[config.mk]
export PLATFORM = sky130hd
export DESIGN_NAME = riscv_ex_sched
export DESIGN_NICKNAME = d
export VERILOG_FILES = /design/src/rtl/riscv_ex_sched.sv
export SDC_FILE = /design/constraint.sdc
export NUM_CORES = 1
export LEC_CHECK = 0
export CORE_ASPECT_RATIO = 0.5
export CORE_MARGIN = 5
export CORE_UTILIZATION = 30
export CTS_CLUSTER_SIZE = 24
export DETAILED_ROUTE_END_ITERATION = 8
export PLACE_DENSITY = 0.5
export SYNTH_ARGS = -nofsm -noshare
export SYNTH_HDL_FRONTEND = slang
export SYNTH_SLANG_ARGS = --single-unit
[constraint.sdc]
create_clock -name clk -period 3.65 [get_ports clk]
set_clock_uncertainty 0.05 [all_clocks]
set_input_delay 0.9125 -clock clk [delete_from_list [all_inputs] [get_ports clk]]
set_output_delay 0.9125 -clock clk [all_outputs]
set_load 0.05 [all_outputs]
[src/rtl/riscv_ex_sched.sv]
// rtl/riscv_ex_sched.sv - EX-stage issue scheduler: load-use stall detection and forwarding selects
module riscv_ex_sched #(
  parameter int XLEN = 32,
  parameter int REGN = 32,
  localparam int REGA = $clog2(REGN)
) (
  input  logic            clk,
  input  logic            rst_n,
  input  logic            id_valid,
  output logic            id_ready,
  input  logic [REGA-1:0] id_rs1,
  input  logic [REGA-1:0] id_rs2,
  input  logic            id_use_rs1,
  input  logic            id_use_rs2,
  input  logic [REGA-1:0] id_rd,
  input  logic            id_is_load,
  input  logic            flush,
  output logic            ex_issue,
  output logic [1:0]      fwd_a,
  output logic [1:0]      fwd_b,
  output logic [15:0]     stall_cnt,
  output logic            busy
);

  if (XLEN < 1 || REGN < 2) begin : g_param_check
    $error("riscv_ex_sched: XLEN must be >= 1 and REGN >= 2");
  end

  typedef struct packed {
    logic            valid;
    logic [REGA-1:0] rd;
    logic            is_load;
  } slot_t;

  slot_t       s1_q, s2_q, s3_q, s1_d;
  logic [1:0]  fwd_a_q, fwd_b_q, fwd_a_d, fwd_b_d;
  logic [15:0] stall_q, stall_d;
  logic        busy_q;
  logic        s1_wr, s2_wr, s3_wr;
  logic [2:0]  hit_a, hit_b;
  logic        hazard;

  // rd=0 targets x0 and never produces a forwardable value
  assign s1_wr = s1_q.valid && (s1_q.rd != '0);
  assign s2_wr = s2_q.valid && (s2_q.rd != '0);
  assign s3_wr = s3_q.valid && (s3_q.rd != '0);

  assign hit_a = {s3_wr && (s3_q.rd == id_rs1), s2_wr && (s2_q.rd == id_rs1), s1_wr && (s1_q.rd == id_rs1)};
  assign hit_b = {s3_wr && (s3_q.rd == id_rs2), s2_wr && (s2_q.rd == id_rs2), s1_wr && (s1_q.rd == id_rs2)};

  always_comb begin
    hazard = 1'b0;
    if (s1_q.is_load) begin
      hazard = (id_use_rs1 && hit_a[0]) || (id_use_rs2 && hit_b[0]);
    end
  end

  assign id_ready = !hazard && !flush && rst_n;
  assign ex_issue = id_valid && id_ready;

  // Youngest producer wins: EX result beats MEM beats WB
  function automatic logic [1:0] pick_src(input logic use_rs, input logic [2:0] hit);
    if (!use_rs) return 2'd0;
    if (hit[0])  return 2'd1;
    if (hit[1])  return 2'd2;
    if (hit[2])  return 2'd3;
    return 2'd0;
  endfunction

  always_comb begin
    fwd_a_d = fwd_a_q;
    fwd_b_d = fwd_b_q;
    s1_d    = '0;
    if (ex_issue) begin
      fwd_a_d      = pick_src(id_use_rs1, hit_a);
      fwd_b_d      = pick_src(id_use_rs2, hit_b);
      s1_d.valid   = 1'b1;
      s1_d.rd      = id_rd;
      s1_d.is_load = id_is_load;
    end
  end

  // Flush outranks a simultaneous hazard, so such a cycle is not a stall
  always_comb begin
    stall_d = stall_q;
    if (id_valid && hazard && !flush && (stall_q != 16'hFFFF)) begin
      stall_d = stall_q + 16'd1;
    end
  end

  always_ff @(posedge clk or negedge rst_n) begin
    if (!rst_n) begin
      s1_q    <= '0;
      s2_q    <= '0;
      s3_q    <= '0;
      fwd_a_q <= 2'd0;
      fwd_b_q <= 2'd0;
      stall_q <= 16'd0;
      busy_q  <= 1'b0;
    end else begin
      s3_q    <= s2_q;
      s2_q    <= s1_q;
      s1_q    <= s1_d;
      fwd_a_q <= fwd_a_d;
      fwd_b_q <= fwd_b_d;
      stall_q <= stall_d;
      busy_q  <= s1_d.valid || s1_q.valid || s2_q.valid;
    end
  end

  assign fwd_a     = fwd_a_q;
  assign fwd_b     = fwd_b_q;
  assign stall_cnt = stall_q;
  assign busy      = busy_q;

endmodule

# Word-level counts from Yosys, hierarchy flattened
# Cells that the tools add are included.
[classes] muxes=46 shift=0 n_addsub=1 magnitude_cmp=0 n_eq_ne=7 bitwise_logic=0 multipliers=0 reduce_logical=25 div=0
[op_table] cell="two-way mux 2 bit" n=16
[op_table] cell="== test 5 bit" n=6
[op_table] cell="two-way mux 1 bit" n=29
[op_table] cell="logical AND 1 bit" n=17
[op_table] cell="adder 16 x 1 -> 16 bit, second input constant" n=1
[op_table] cell="inequality test 16 bit, second input constant" n=1
[op_table] cell="nonzero test 5 bit" n=3
[op_table] cell="two-way mux 7 bit" n=1
[op_table] cell="logical OR 1 bit" n=3
[op_table] cell="zero test 1 bit" n=2
[totals] mem_bits_ro=0 in_bits=22 memories=0 word_cells=90 ramBits=0 latchBits=0 output_inout_bits=23 reg_bits=40

# Logic depth before layout (Yosys ltp)
[logic_depth] depth_word=24 ltp_mapped=7 mapped_depth_nobuf=7

# Worst setup path after synthesis
# Ideal clock, no wire load.
[synth_path] path_type="input-to-output" start="input port id_rs2[3]" end="output port id_ready" path_stages=6 slack_ps=401 t_required_ps=2688 arrival_time_ps=2286 path_buffers=0 path_cell_list="xor2_1 nor3_2 a32o_2 nand3_1 nand2_1 nor2_1"
[synth_via] elab_chain_cells=8
[synth_lines] element="start, declared" line="12" text="input logic [REGA-1:0] id_rs2,"
[synth_lines] element="== test 5 bit" line="49" text="assign hit_b = {s3_wr && (s3_q.rd == id_rs2), s2_wr && (s2_q.rd == id_rs2), s1_wr && (s1_q.rd == id_rs2)};"
[synth_lines] element="logical AND 1 bit" line="49"
[synth_lines] element="logical AND 1 bit" line="54" text="hazard = (id_use_rs1 && hit_a[0]) || (id_use_rs2 && hit_b[0]);"
[synth_lines] element="logical OR 1 bit" line="54"
[synth_lines] element="two-way mux 1 bit" line="53" text="if (s1_q.is_load) begin"
[synth_lines] element="zero test 1 bit" line="58" text="assign id_ready = !hazard && !flush && rst_n;"
[synth_lines] element="logical AND 1 bit (2 in series)" line="58"
[synth_lines] element="end, declared" line="10" text="output logic id_ready,"
# Every way passes these cells.

# Worst setup path after layout
[layout_path] start="input port id_rs2[1]" end="output port id_ready"
# The elaborated chain is that of the path after synthesis.

==> impl_metrics.json <==
{
  "status": "finished, final reports clean",
  "leakagePower_nw": 1.22,
  "fin_ws_ns": 0.165,
  "cts_resized": 0,
  "dp_slack_ns": 0.153,
  "grt_max_degree": 26,
  "synth_common_cells": "dfrtp_1, xnor2_1, xor2_1",
  "synthSimpleGateAreaFrac_pct": 23.3,
  "routabilityCongestion": 0.887,
  "cts.sinks": 40,
  "rows": 21,
  "place_inst": 331,
  "final_cells": 339,
  "path_clk_slew_ns": 0.06,
  "finalCritPeriodShare_pct": 95.5,
  "grt_use_total_pct": 12.3,
  "synth_flop_cell": "dfrtp_1",
  "netlist_instances": 184,
  "synth_fa_ha_area_share_pct": 0.621,
  "drt_iter0_drc": 70,
  "core_area_sq_mm": 0.00660,
  "endpoint_kind": "output pin",
  "critPathLaunchType": "input pin",
  "synth-edff-count": 0,
  "overflow": 0,
  "start_util_pct": 30.5,
  "synth_top_family_by_area": "simple AND/OR/NAND/NOR gates",
  "hold_viol_final": 0,
  "diodes": 0,
  "synth_top_area_cell": "dfrtp_1",
  "cts_buffers": 5,
  "port_buffers": 44,
  "fin_crit_ns": 3.48,
  "yosysWarnings": 0,
  "synth_area_sq_mm": 0.00201,
  "tritoncts": "built",
  "drive_gt1_share_pct": 14.6,
  "finalSetupViolations": 0,
  "syn_nets": 207,
  "cts_root_buffer": "clkbuf_16",
  "drtAntennaViolNets": 0,
  "dpl-instance-area_sq_mm": 0.00266,
  "ys_seq_area_share_pct": 49.7,
  "synth_cell_types": 33,
  "postCtsHoldBufs": 0,
  "final_cell_area_sq_mm": 0.00283,
  "final_util_pct": 42.9,
  "grt_first_pass_wirelength_mm": 8.30,
  "synth_top_area_share_pct": 49.7,
  "max_slew.worst_pin.slew_ns": 0.505,
  "fmax_mhz": 287,
  "rsz0062_at_grt": "no",
  "vdd_drop_max_mv": 0.209,
  "grt_antenna_before_repair": 0,
  "synth_xor_area_share_pct": 18.7,
  "max_slew_margin_pct": 66.2,
  "slew_viol_final": 0,
  "ys_seq_elements": 40,
  "ys_async_sr_fraction_pct": 100,
  "detail_route.wl_per_cell_microns": 14.3,
  "crit_type": "in -> out",
  "die-area_sq_mm": 0.00855,
  "cts_buffer_depth": 2,
  "vias": 1556,
  "cp.arrival_ns": 2.52,
  "yosysMostFrequentCell": "dfrtp_1",
  "hp-class": "reg -> reg",
  "muxShareOfSynthArea_pct": 2.11,
  "syn_area_per_cell_sq_um": 10.9,
  "vias_per_cell": 4.59,
  "fin_nets": 269,
  "postCtsSetupRepairBufs": 0,
  "fp.dieW_microns": 126,
  "power_density_mw_per_mm2": 369,
  "cp.required_ns": 2.69,
  "grt_pass1_vias": 1692,
  "io_pins": 45,
  "wl_mm": 4.86,
  "dr.pass1.iters": 4,
  "syn_to_final_growth_pct": 40.4,
  "synth_compound_area_share_pct": 4.10,
  "clock_latency_ns": 0.28,
  "synth_area_leaders": "dfrtp_1, xnor2_1, xor2_1, nand4_1, nand2_1",
  "die_h_microns": 67.9,
  "drc_errors": 0,
  "drv_cap": 0,
  "setup_tns_ns": 0,
  "hpwl_mm": 3.90,
  "cts_htree_levels": 2,
  "crit_fanout": 3
}
-- per-layer routing --
| layer | global-route usage [%] | share of wire [%] | vias up |
|---|---|---|---|
| li1 | - | - | 759 |
| met1 | 14.7 | 46 | 768 |
| met2 | 22.4 | 49 | 22 |
| met3 | 2.88 | 2.8 | 7 |
| met4 | 4.28 | 1.5 | 0 |
| met5 | 0 | 0 | - |
-- flip-flops by register name, indices dropped and copies added, names as in the netlist --
| signal | cells |
|---|---|
| stall_cnt | 16 |
| s1_q | 7 |
| s2_q | 6 |
| s3_q | 6 |
| fwd_a | 2 |
| fwd_b | 2 |
| busy | 1 |
-- power by group --
| part | internal (mW) | total (mW) | switching, mW |
|---|---|---|---|
| logic | 0.0524 | 0.101 | 0.0490 |
| registers | 0.451 | 0.459 | 0.00821 |
| clock network | 0.321 | 0.483 | 0.162 |
| total | 0.824 | 1.04 | 0.219 |
-- per-stage QoR --
stage | power [mW] | hold WS, ns
2_1_floorplan | 0.508 | 0.337
3_3_place_gp | 0.570 | 0.389
3_5_place_dp | 0.570 | 0.394
4_1_cts | 1.06 | 0.405
5_1_grt | 1.08 | 0.424
6_report | 1.04 | 0.402
-- logic make-up after synthesis --
kind of cell               Yosys count
AOI/OAI and AO/OA                    9
xor gates and xnor gates            43
adders and majority gates            1
buffers and inverters                6
DFF                                 40
muxes                                4
and+or+nand+nor                     81
-- critical path, stage by stage --
cell	delay (ns)
clkdlybuf4s50_1	0.55
xor2_1	0.16
nor2_1	0.08
a32o_2	0.29
nand3_1	0.11
nand2_1	0.06
nor2_1	0.19
buf_12	0.17
-- area by class of cell --
type,instances,area [sq um]
clock inverters,2,35.0
clock buffers,6,129
inverters,5,18.8
flip-flops and latches,40,1000
repair buffers,56,546
well taps,92,115
fillers,624,3770
multi-input cells,138,983
-- path summary, 6_finish.rpt --
path | startpoint | end | slack [ns] | cells past startpoint
max | id_rs2[1] | id_ready | 0.17 | 8
max in group asynchronous | rst_n | stall_cnt[3]$_DFFE_PN0P_ | 2.34 | 2
max reg2reg | s1_q[4]$_DFF_PN0_ | busy$_DFF_PN0_ | 1.59 | 7
min reg2reg | s2_q[6]$_DFF_PN0_ | s3_q[6]$_DFF_PN0_ | 0.40 | 0
min | s2_q[6]$_DFF_PN0_ | s3_q[6]$_DFF_PN0_ | 0.40 | 0
min in group asynchronous | rst_n | fwd_b[0]$_DFFE_PN0N_ | 0.51 | 1
-- cell usage in the layout, fill, tap and decap left out, types with 7 or more instances in the layout --
| cell | count |
|---|---|
| clkdlybuf4s50_1 | 41 |
| dfrtp_1 | 40 |
| xnor2_1 | 23 |
| xor2_1 | 20 |
| nand2_1 | 15 |
| buf_4 | 12 |
| nor2_1 | 10 |
| nand4_1 | 10 |
| nand3_1 | 9 |
| nor3_1 | 7 |
Note: power is estimated with default switching activity, not from simulation.
